===== src/rtl/alu_core_pkg.sv =====
// alu_core_pkg: shared opcode and flag-update encodings for the 8051 ALU.
// The PSW register decodes the same flag_set codes, so they must not change.
package alu_core_pkg;

    // ALU opcodes (op input of alu_core)
    localparam logic [3:0] ALU_ADD  = 4'h0;
    localparam logic [3:0] ALU_ADDC = 4'h1;
    localparam logic [3:0] ALU_SUBB = 4'h2;
    localparam logic [3:0] ALU_INC  = 4'h3;
    localparam logic [3:0] ALU_DEC  = 4'h4;
    localparam logic [3:0] ALU_ANL  = 4'h5;
    localparam logic [3:0] ALU_ORL  = 4'h6;
    localparam logic [3:0] ALU_XRL  = 4'h7;
    localparam logic [3:0] ALU_CPL  = 4'h8;
    localparam logic [3:0] ALU_RL   = 4'h9;
    localparam logic [3:0] ALU_RLC  = 4'hA;
    localparam logic [3:0] ALU_RR   = 4'hB;
    localparam logic [3:0] ALU_RRC  = 4'hC;
    localparam logic [3:0] ALU_DA   = 4'hD;
    localparam logic [3:0] ALU_MUL  = 4'hE;
    localparam logic [3:0] ALU_DIV  = 4'hF;

    // flag_set codes consumed by the PSW register
    localparam logic [1:0] FLAG_NONE    = 2'd0;
    localparam logic [1:0] CY_SET       = 2'd1;
    localparam logic [1:0] CY_OV_SET    = 2'd2;
    localparam logic [1:0] CY_OV_AC_SET = 2'd3;

endpackage


===== src/rtl/alu_muldiv_seq.sv =====
// alu_muldiv_seq: 8-iteration shift-add multiplier / restoring divider.
// Only compiled when ALU_MULDIV_EN is defined.
// Ports:
//   clk_i, rst_i          clock, asynchronous active-high reset
//   load_i                latch operands and restart the iteration counter
//   run_i                 iterate while high (owner FSM is in CALC)
//   is_div_i              1: divide a_i by b_i, 0: multiply
//   a_i, b_i              operands
//   fin_o                 all 8 iterations done; acc_o is final
//   is_div_o              latched operation kind
//   acc_o                 MUL: {hi, lo} product; DIV: {remainder, quotient}
`ifdef ALU_MULDIV_EN
module alu_muldiv_seq (
    input  logic        clk_i,
    input  logic        rst_i,
    input  logic        load_i,
    input  logic        run_i,
    input  logic        is_div_i,
    input  logic [7:0]  a_i,
    input  logic [7:0]  b_i,
    output logic        fin_o,
    output logic        is_div_o,
    output logic [15:0] acc_o
);

    logic [15:0] acc_q, acc_d;
    logic [7:0]  b_q, b_d;
    logic [2:0]  cnt_q, cnt_d;
    logic        fin_q, fin_d;
    logic        is_div_q, is_div_d;

    logic [8:0]  mul_sum;
    logic [8:0]  div_trial;
    logic [7:0]  div_diff;
    logic        div_ok;

    // MUL: upper byte accumulates the multiplicand when the LSB of the
    // multiplier (acc low byte) is set, then the whole word shifts right.
    assign mul_sum   = {1'b0, acc_q[15:8]} + (acc_q[0] ? {1'b0, b_q} : 9'd0);
    // DIV: {remainder, quotient} shifts left; the 9-bit window is the trial
    // remainder, restored (left unchanged) when it is below the divisor.
    assign div_trial = acc_q[15:7];
    assign div_ok    = (div_trial >= {1'b0, b_q});
    assign div_diff  = div_trial[7:0] - b_q;

    always_comb begin
        acc_d    = acc_q;
        b_d      = b_q;
        cnt_d    = cnt_q;
        fin_d    = fin_q;
        is_div_d = is_div_q;
        if (load_i) begin
            acc_d    = {8'h00, a_i};
            b_d      = b_i;
            is_div_d = is_div_i;
            cnt_d    = 3'd0;
            fin_d    = 1'b0;
        end else if (run_i && !fin_q) begin
            if (is_div_q) begin
                acc_d = div_ok ? {div_diff, acc_q[6:0], 1'b1}
                               : {div_trial[7:0], acc_q[6:0], 1'b0};
            end else begin
                acc_d = {mul_sum, acc_q[7:1]};
            end
            cnt_d = cnt_q + 3'd1;
            if (cnt_q == 3'd7) begin
                fin_d = 1'b1;
            end
        end
    end

    always_ff @(posedge clk_i or posedge rst_i) begin
        if (rst_i) begin
            acc_q    <= 16'h0000;
            b_q      <= 8'h00;
            cnt_q    <= 3'd0;
            fin_q    <= 1'b0;
            is_div_q <= 1'b0;
        end else begin
            acc_q    <= acc_d;
            b_q      <= b_d;
            cnt_q    <= cnt_d;
            fin_q    <= fin_d;
            is_div_q <= is_div_d;
        end
    end

    assign fin_o    = fin_q;
    assign is_div_o = is_div_q;
    assign acc_o    = acc_q;

endmodule
`endif


===== src/rtl/alu_core.sv =====
// alu_core: 8051 accumulator ALU and producer of PSW flag updates.
// Single-cycle ops finish one clock after start; MUL/DIV use alu_muldiv_seq
// when ALU_MULDIV_EN is defined, otherwise they pass src1 through.
// Ports:
//   clock, reset                 clock, asynchronous active-high reset
//   start, op, src1, src2        launch request, opcode, operands
//   carry_in, aux_carry_in       current PSW.CY / PSW.AC
//   busy                         MUL/DIV iterating
//   done                         one-cycle pulse, results/flags valid
//   result, result_hi            A and B results
//   carry_out, aux_carry_out,
//   overflow_out, flag_set       flags and update code for the PSW
module alu_core
    import alu_core_pkg::*;
(
    input  logic       clock,
    input  logic       reset,
    input  logic       start,
    input  logic [3:0] op,
    input  logic [7:0] src1,
    input  logic [7:0] src2,
    input  logic       carry_in,
    input  logic       aux_carry_in,
    output logic       busy,
    output logic       done,
    output logic [7:0] result,
    output logic [7:0] result_hi,
    output logic       carry_out,
    output logic       aux_carry_out,
    output logic       overflow_out,
    output logic [1:0] flag_set
);

`ifdef ALU_MULDIV_EN
    typedef enum logic [1:0] {StIdle, StCalc, StDone} state_e;
`else
    typedef enum logic {StIdle, StDone} state_e;
`endif

    state_e     state_q, state_d;
    logic [7:0] result_q, result_d;
    logic [7:0] hi_q, hi_d;
    logic       cy_q, cy_d;
    logic       ac_q, ac_d;
    logic       ov_q, ov_d;
    logic [1:0] flag_q, flag_d;

    logic [7:0] alu_res, alu_hi;
    logic       alu_cy, alu_ac, alu_ov;
    logic [1:0] alu_flag;

    // ADD/ADDC/SUBB share one datapath; partial sums give the bit-3 and
    // bit-6 carries/borrows needed for AC and OV.
    logic       arith_sub, arith_cin;
    logic [4:0] arith_nib;
    logic [7:0] arith7;
    logic [8:0] arith9;

    assign arith_sub = (op == ALU_SUBB);
    assign arith_cin = (op != ALU_ADD) & carry_in;
    assign arith_nib = arith_sub
        ? ({1'b0, src1[3:0]} - {1'b0, src2[3:0]} - {4'b0, arith_cin})
        : ({1'b0, src1[3:0]} + {1'b0, src2[3:0]} + {4'b0, arith_cin});
    assign arith7 = arith_sub
        ? ({1'b0, src1[6:0]} - {1'b0, src2[6:0]} - {7'b0, arith_cin})
        : ({1'b0, src1[6:0]} + {1'b0, src2[6:0]} + {7'b0, arith_cin});
    assign arith9 = arith_sub
        ? ({1'b0, src1} - {1'b0, src2} - {8'b0, arith_cin})
        : ({1'b0, src1} + {1'b0, src2} + {8'b0, arith_cin});

    // Decimal adjust: the high-nibble test sees the low-adjusted value and
    // any carry it produced; CY is only ever set, never cleared.
    logic       da_lo_adj, da_hi_adj;
    logic [8:0] da_t1, da_t2;

    assign da_lo_adj = (src1[3:0] > 4'd9) || aux_carry_in;
    assign da_t1     = {1'b0, src1} + (da_lo_adj ? 9'h006 : 9'h000);
    assign da_hi_adj = (da_t1[7:4] > 4'd9) || carry_in || da_t1[8];
    assign da_t2     = {1'b0, da_t1[7:0]} + (da_hi_adj ? 9'h060 : 9'h000);

`ifdef ALU_MULDIV_EN
    logic        alu_go_calc;
    logic        seq_load, seq_fin, seq_is_div;
    logic [15:0] seq_acc;

    alu_muldiv_seq u_muldiv_seq (
        .clk_i    (clock),
        .rst_i    (reset),
        .load_i   (seq_load),
        .run_i    (state_q == StCalc),
        .is_div_i (op == ALU_DIV),
        .a_i      (src1),
        .b_i      (src2),
        .fin_o    (seq_fin),
        .is_div_o (seq_is_div),
        .acc_o    (seq_acc)
    );
`endif

    // Single-cycle results; flags an op does not touch keep their value.
    always_comb begin
        alu_res  = src1;
        alu_hi   = 8'h00;
        alu_cy   = cy_q;
        alu_ac   = ac_q;
        alu_ov   = ov_q;
        alu_flag = FLAG_NONE;
`ifdef ALU_MULDIV_EN
        alu_go_calc = 1'b0;
`endif
        case (op)
            ALU_ADD, ALU_ADDC, ALU_SUBB: begin
                alu_res  = arith9[7:0];
                alu_cy   = arith9[8];
                alu_ac   = arith_nib[4];
                alu_ov   = arith7[7] ^ arith9[8];
                alu_flag = CY_OV_AC_SET;
            end
            ALU_INC: alu_res = src1 + 8'd1;
            ALU_DEC: alu_res = src1 - 8'd1;
            ALU_ANL: alu_res = src1 & src2;
            ALU_ORL: alu_res = src1 | src2;
            ALU_XRL: alu_res = src1 ^ src2;
            ALU_CPL: alu_res = ~src1;
            ALU_RL:  alu_res = {src1[6:0], src1[7]};
            ALU_RR:  alu_res = {src1[0], src1[7:1]};
            ALU_RLC: begin
                alu_res  = {src1[6:0], carry_in};
                alu_cy   = src1[7];
                alu_flag = CY_SET;
            end
            ALU_RRC: begin
                alu_res  = {carry_in, src1[7:1]};
                alu_cy   = src1[0];
                alu_flag = CY_SET;
            end
            ALU_DA: begin
                alu_res  = da_t2[7:0];
                alu_cy   = carry_in | da_t1[8] | da_t2[8];
                alu_flag = CY_SET;
            end
`ifdef ALU_MULDIV_EN
            ALU_MUL, ALU_DIV: begin
                if ((op == ALU_DIV) && (src2 == 8'h00)) begin
                    alu_res  = 8'hFF;
                    alu_hi   = src1;
                    alu_cy   = 1'b0;
                    alu_ov   = 1'b1;
                    alu_flag = CY_OV_SET;
                end else begin
                    alu_go_calc = 1'b1;
                end
            end
`endif
            default: ;
        endcase
    end

    // Next-state and output registers. IDLE and DONE both accept start,
    // which gives back-to-back issue from the done cycle.
    always_comb begin
        state_d  = state_q;
        result_d = result_q;
        hi_d     = hi_q;
        cy_d     = cy_q;
        ac_d     = ac_q;
        ov_d     = ov_q;
        flag_d   = FLAG_NONE;
`ifdef ALU_MULDIV_EN
        seq_load = 1'b0;
        if (state_q == StCalc) begin
            if (seq_fin) begin
                state_d  = StDone;
                result_d = seq_acc[7:0];
                hi_d     = seq_acc[15:8];
                cy_d     = 1'b0;
                ov_d     = seq_is_div ? 1'b0 : (seq_acc[15:8] != 8'h00);
                flag_d   = CY_OV_SET;
            end
        end else
`endif
        begin
            state_d = StIdle;
            if (start) begin
`ifdef ALU_MULDIV_EN
                if (alu_go_calc) begin
                    state_d  = StCalc;
                    seq_load = 1'b1;
                end else
`endif
                begin
                    state_d  = StDone;
                    result_d = alu_res;
                    hi_d     = alu_hi;
                    cy_d     = alu_cy;
                    ac_d     = alu_ac;
                    ov_d     = alu_ov;
                    flag_d   = alu_flag;
                end
            end
        end
    end

    always_ff @(posedge clock or posedge reset) begin
        if (reset) begin
            state_q  <= StIdle;
            result_q <= 8'h00;
            hi_q     <= 8'h00;
            cy_q     <= 1'b0;
            ac_q     <= 1'b0;
            ov_q     <= 1'b0;
            flag_q   <= FLAG_NONE;
        end else begin
            state_q  <= state_d;
            result_q <= result_d;
            hi_q     <= hi_d;
            cy_q     <= cy_d;
            ac_q     <= ac_d;
            ov_q     <= ov_d;
            flag_q   <= flag_d;
        end
    end

`ifdef ALU_MULDIV_EN
    assign busy = (state_q == StCalc);
`else
    assign busy = 1'b0;
`endif
    assign done          = (state_q == StDone);
    assign result        = result_q;
    assign result_hi     = hi_q;
    assign carry_out     = cy_q;
    assign aux_carry_out = ac_q;
    assign overflow_out  = ov_q;
    assign flag_set      = flag_q;

endmodule


===== config.mk =====
export PLATFORM = sky130hd
export DESIGN_NAME = alu_core
export DESIGN_NICKNAME = d
export VERILOG_FILES = /design/src/rtl/alu_core_pkg.sv /design/src/rtl/alu_muldiv_seq.sv /design/src/rtl/alu_core.sv
export SDC_FILE = /design/constraint.sdc
export NUM_CORES = 1
export LEC_CHECK = 0
export CORE_MARGIN = 1
export CORE_UTILIZATION = 35
export DETAILED_ROUTE_END_ITERATION = 16
export SYNTH_ARGS = -nofsm -noshare
export SYNTH_HDL_FRONTEND = slang
export SYNTH_SLANG_ARGS = --single-unit

===== constraint.sdc =====
create_clock -name clock -period 2.7 [get_ports clock]
set_clock_uncertainty 0.1 [all_clocks]
set_input_delay 0.405 -clock clock [delete_from_list [all_inputs] [get_ports clock]]
set_output_delay 0.405 -clock clock [all_outputs]
set_load 0.01 [all_outputs]

== After elaboration in Yosys (flattened, before gate mapping) ==
Cells that the tools add are included.

* Register bits: 14
* Bits in latches: 0
* RAM bits: 0
* Bits in read-only memories: 0
* Logic and storage cells: 65
* Memories: 0

* $add $sub $neg: 16
* Multipliers: 0
* Divide/modulo/power cells: 0
* Order comparisons: 2
* Equality and inequality tests: 13
* Shift operators: 0
* Mux-type cells: 10
* Bitwise operators: 8
* Reduce and logical (&&, ||, !) cells: 10

{| class="wikitable"
|+ Operators with widths
! cell !! count
|-
| one-hot mux 8 bit (12 select lines) || 1
|-
| == test 4 bit (second input constant) || 6
|-
| == test 4 x 3 -> 1 bit (second input constant) || 4
|-
| adder 8 x 3 -> 9 bit || 1
|-
| adder 8 x 7 -> 9 bit || 1
|-
| adder 8 x 8 -> 9 bit || 1
|-
| adder 9 x 1 -> 9 bit || 1
|-
| two-way mux 9 bit || 1
|-
| subtractor 8 x 8 -> 9 bit || 1
|-
| subtractor 9 x 1 -> 9 bit || 1
|-
| adder 7 x 7 -> 8 bit || 1
|-
| adder 8 x 1 -> 8 bit || 1
|-
| adder 8 x 1 -> 8 bit (second input constant) || 1
|-
| bitwise AND 8 bit || 1
|-
| == test 4 x 2 -> 1 bit (second input constant) || 2
|-
| greater-than comparator 4 bit (second input constant) || 2
|-
| two-way mux 8 bit || 1
|-
| inverter 8 bit || 1
|-
| OR 8 bit || 1
|-
| nonzero test 4 bit || 2
|-
| subtractor 7 x 7 -> 8 bit || 1
|-
| subtractor 8 x 1 -> 8 bit || 1
|-
| subtractor 8 x 1 -> 8 bit (second input constant) || 1
|-
| XOR 8 bit || 1
|-
| 19 further kinds || 24
|}

== Logic depth before layout (Yosys ltp) ==
Gate-level depths: netlist of the first run.

* Depth in word-level cells: 11
* Depth in mapped cells: 18
* Depth with buffers taken out: 17

== Least setup slack after synthesis of the first run ==
Ideal clock, no wire load.

* Kind: input port to flip-flop
* Start point: in src1[1]
* End point: reg result_q[6], in the netlist result[6]
* Library setup time: 131 ps
* Arrival: 3337 ps
* Setup slack: -869 ps
* Stages: 18
* Buffers on the path: 1
* Cell sequence: clkbuf_1 o21ai_0 nand2b_1 ha_1 inv_1 fa_1 nand3b_1 xnor2_1 nor2_1 o21ai_0 ha_1 ha_1 a22oi_1 o31a_1 o21ai_0 o21a_1 a211oi_1 a31oi_1

* Longest elaborated chain between the ends: 10
* Elaborated cells between the ends (all ways): 17
* Classes of those cells: 8 x add/sub; 2 x order compare; 4 x mux; 3 x reduce/logical

{| class="wikitable"
|+ RTL lines
! what !! line !! text
|-
| from (decl) || alu_core.sv:20 || <nowiki>input logic [7:0] src1,</nowiki>
|-
| greater-than comparator 4 bit || alu_core.sv:76 || <nowiki>assign da_lo_adj = (src1[3:0] > 4'd9) || aux_carry_in;</nowiki>
|-
| logical OR 1 bit || alu_core.sv:76 ||
|-
| two-way mux 3 bit || alu_core.sv:77 || <nowiki>assign da_t1 = {1'b0, src1} + (da_lo_adj ? 9'h006 : 9'h000);</nowiki>
|-
| adder 8 x 3 -> 9 bit || alu_core.sv:77 ||
|-
| greater-than comparator 4 bit || alu_core.sv:78 || <nowiki>assign da_hi_adj = (da_t1[7:4] > 4'd9) || carry_in || da_t1[8];</nowiki>
|-
| logical OR 1 bit (2 in a row) || alu_core.sv:78 ||
|-
| two-way mux 7 bit || alu_core.sv:79 || <nowiki>assign da_t2 = {1'b0, da_t1[7:0]} + (da_hi_adj ? 9'h060 : 9'h000);</nowiki>
|-
| adder 8 x 7 -> 9 bit || alu_core.sv:79 ||
|-
| one-hot mux 8 bit (12 select lines) * || alu_core.sv:111 || <nowiki>case (op)</nowiki>
|-
| to (signal assigned) || alu_core.sv:215 || <nowiki>result_q <= result_d;</nowiki>
|-
| to (decl) || alu_core.sv:41 || <nowiki>logic [7:0] result_q, result_d;</nowiki>
|}

Mark *: on every way between the ends. The rest lies on a longest branch, timed or not.
A chain may end at the register's enable or synchronous reset.

== Worst setup path in the final report of the first run ==
Same ends and word-level chain as after synthesis.

==> qor.csv, run 1 <==
metric,value,unit
outcome,"complete, but fails checks",
failing checks,negative setup slack,
Critical Path Max Stage Delay,0.33,ns
Bufs on Longest Clock Path,2,
sw power,0.000628,W
post-synthesis cell type count,63,
layout cell share with drive strength beyond 1,41.2,%
Post-Syn Area per Cell,7.66,um2
post-route worst setup slack,-0.370,ns
maximum clock rate,326,MHz
IO buf count,38,
ys flop type,dfrtp_1,
met3 WL,806,um
area of the mapped netlist,3100,um2
Hold Buf Count CTS,0,
die area,9250,um2
cell mode on critical path,ha_4,
cell area power density,302,nW/um2
YS warnings,0,
Worst R2R Setup Slack,1.65,ns
Pins Over Slew Limit,0,
DRT Pass-1 Iters,5,
worst hold margin,0.376,ns
Met2 Routed Length,5690,um
CTS root buffer,clkbuf_8,
hold depth,1,
synth top area cells,"ha_1 (16%), dfrtp_1 (11%), o21ai_0 (5.2%)",
Async SR Flop Fraction,100,%
pin count of the biggest net entering global routing,36,
Hold Path Class,register to register,
Fin. Hold Viols,0,
Yosys reg bits,14,
largest area contributor in the netlist,ha_1,
clock sinks,14,
Internal,0.000912,W
# rows,33,
Worst setup SP type,primary input,
DR top layer,met4,
Via density,5.72,
total wire length,12000,um
Worst EP required,2.71,ns
antenna cells,0,
minimum clock period,3.07,ns
Sw Share,40.8,%
Reg power frac,17.1,%
RePlAce Congestion,0.924,
Pwr Total,0.00154,W
Clock Power Share,10.6,%
max-cap violations,0,
final period utilization,114,%
Die Y,96.2,um
crit-path cells,"buf_12, o21ai_4, nand2b_4, buf_6, ha_4, a21oi_4, nor4_4, xnor2_2, nor2_2, o21ai_4, ha_4, ha_4, a22oi_2, o31a_1, o21ai_1, o21a_1, a211oi_2, a31oi_1",
"Max FO, Critical Path",3,
Final ANT Viol Nets,0,
# IOs,48,
Die X,96.2,um
Initial DRC Count,245,
worst reg2reg path depth,4,
WP data arrival,3.08,ns
Post-Syn Instances,405,
GRT Util Overall,26.8,%
Initial Utilization,37.0,%
"Reg clk slew, reported paths",0.06,ns
Area growth syn-to-layout,64.2,%
static leakage,2.23,nW
WL/cell,18.2,um
vias in the first global route,3739,
DRC Markers,0,
# nets final,626,
CTS tree,yes,
Comb power frac,72.2,%
gr ovfl total,0,
met1 wire length,5140,um
core area,8380,um2
unrepaired setup endpoints after global routing,true,
TritonCTS Buffers,3,
CP max-delay cell,nor4_4,
# setup viols final,5,
initial antenna violation count,0,
Synth top area share,16.1,%
Worst setup EP type,register,
Slew @ Worst Pin,0.580,ns
Skew-Pair Late Insertion Delay,0.24,ns
CTS H-tree lvls,1,
DR vias,3766,
Max VDD drop,0.000190,V
Crit Path Category,primary input to register,
sequential cell area fraction in the yosys report,11.3,%
final core occ,60.8,%
Slew headroom,61.3,%
Final HPWL DP,8990,um
setup slack at placement,-1.21,ns
first-pass GRT wire length,18800,um
"EDFF count, synth",0,
[worst paths after layout]
path	from	to
max	src1[1]	result[6]
min	result[0]	result[0]
max reg2reg	carry_out	carry_out
min reg2reg	result[0]	result[0]
max in group asynchronous	reset	done
min in group asynchronous	reset	overflow_out
[Yosys cell counts (2+ instances only)]
master and number:
nand3_1 8, o211ai_1 3, buf_4 9, fa_1 6, o21bai_1 3, a211oi_1 8
a221oi_1 3, nor3_1 9, dfrtp_1 14, clkbuf_1 11, a22oi_1 2, o21ai_0 32
o221ai_1 3, o22a_1 2, nand2_1 17, ha_1 40, nor3b_1 5, nor4b_1 2
nor2b_1 8, a41oi_1 2, inv_1 38, nor4_1 5, mux2i_1 7, nor2_1 22
o31ai_1 5, a32oi_1 5, nand3b_1 4, o21a_1 8, xor2_1 5, nand2b_1 10
xnor2_1 16, o31a_1 3, a2bb2oi_1 3, o22ai_1 7, a21oi_1 23, and3_1 5
buf_2 7, buf_1 2, a21o_1 5, o32ai_1 3, a31oi_1 9, a311oi_1 3
o2bb2ai_1 3
[power groups by stage]
stage | sequential (W) | clock (W) | combinational, W
floorplan | 0.000281 | 0 | 0.000474
global placement | 0.000267 | 0 | 0.000870
detailed placement | 0.000267 | 0 | 0.000885
CTS | 0.000264 | 0.000173 | 0.000999
global route | 0.000268 | 0.000179 | 0.00120
finish | 0.000264 | 0.000164 | 0.00111
[state kept, by name, indices dropped and copies added, names as in the netlist]
register,flops
overflow_out,1
aux_carry_out,1
done,1
result,8
flag_set,2
carry_out,1
[kinds of logic (layout without fill, tap and decap cells)]
| logic type | Yosys count | in the layout | share of synthesized area (%) |
|---|---|---|---|
| DFF | 14 | 14 | 11.3 |
| other | 1 | 9 | 0.121 |
| adders and majority gates | 46 | 46 | 20.0 |
| AOI/OAI and AO/OA | 146 | 146 | 32.6 |
| muxes | 8 | 8 | 2.62 |
| and+or+nand+nor | 102 | 102 | 18.0 |
| xor gates and xnor gates | 21 | 21 | 5.93 |
| buffers and inverters | 67 | 207 | 9.48 |
[worst max-delay path, delay by kind of cell]
family / cells / cell delay, ns
AO/OA/AOI/OAI: 9 / 1.17
XOR/XNOR: 1 / 0.17
adder cells (fa/ha/maj): 3 / 0.64
buffers and inverters: 2 / 0.23
AND/OR/NAND/NOR: 3 / 0.47
[area by class of cell]
class,instances,area [um2]
clock buffers,3,41.3
inverters,38,149
multi-input cells,332,2980
fillers,719,3290
repair buffers,166,1440
flip-flops and latches,14,350
well taps,105,131
[cell usage in the layout, fill, tap and decap left out, drive strengths merged, types with 5 or more instances in the layout]
cell	n
buf	138
ha	40
inv	37
o21ai	32
a21oi	24
nor2	22
clkdlybuf4s50	18
nand2	17
xnor2	16
dfrtp	14
nand2b	10
conb	9
nor3	9
a31oi	9
o22ai	9
nor2b	8
nand3	8
o21a	8
a211oi	8
mux2i	7
dlygate4sd2	6
nor4	6
fa	6
xor2	5
a32oi	5
a21o	5
and3	5
nor3b	5
o31ai	5
[what timing repair did]
item | 4_1_cts | 5_1_grt
gates cloned | 0 | 0
setup buffers | 21 | 9
resized for setup | 121 | 56
endpoints found under the setup margin | 11 | 8
endpoints found under the hold margin | 0 | 0
pin swaps | 43 | 41
[per-stage QoR]
stage / TNS [ns] / instance area (um2) / instances
global placement: -7.03 / 4300 / 626
global route: -1.11 / 5090 / 658
detailed placement: -7.49 / 4300 / 626
floorplan: -1.76 / 3200 / 413
CTS: -0.741 / 4780 / 650
finish: -0.571 / 5090 / 658
[routing by layer]
layer | track usage (%) | vias to the layer above
li1 | - | 1785
met1 | 34.0 | 1798
met2 | 45.2 | 157
met3 | 5.29 | 26
met4 | 8.46 | 0
met5 | 0 | -
Power figures use the tool's default switching activity.
==> run 2, diff against run 1 <==
--- a/config.mk
+++ b/config.mk
@@ -5,7 +5,6 @@
 export SDC_FILE = /design/constraint.sdc
 export NUM_CORES = 1
 export LEC_CHECK = 0
-export CORE_MARGIN = 1
 export CORE_UTILIZATION = 35
 export DETAILED_ROUTE_END_ITERATION = 16
 export SYNTH_ARGS = -nofsm -noshare
==> results of run 2 <==
Same layout as run 1: the final DEF is identical, and so are final timing and power.
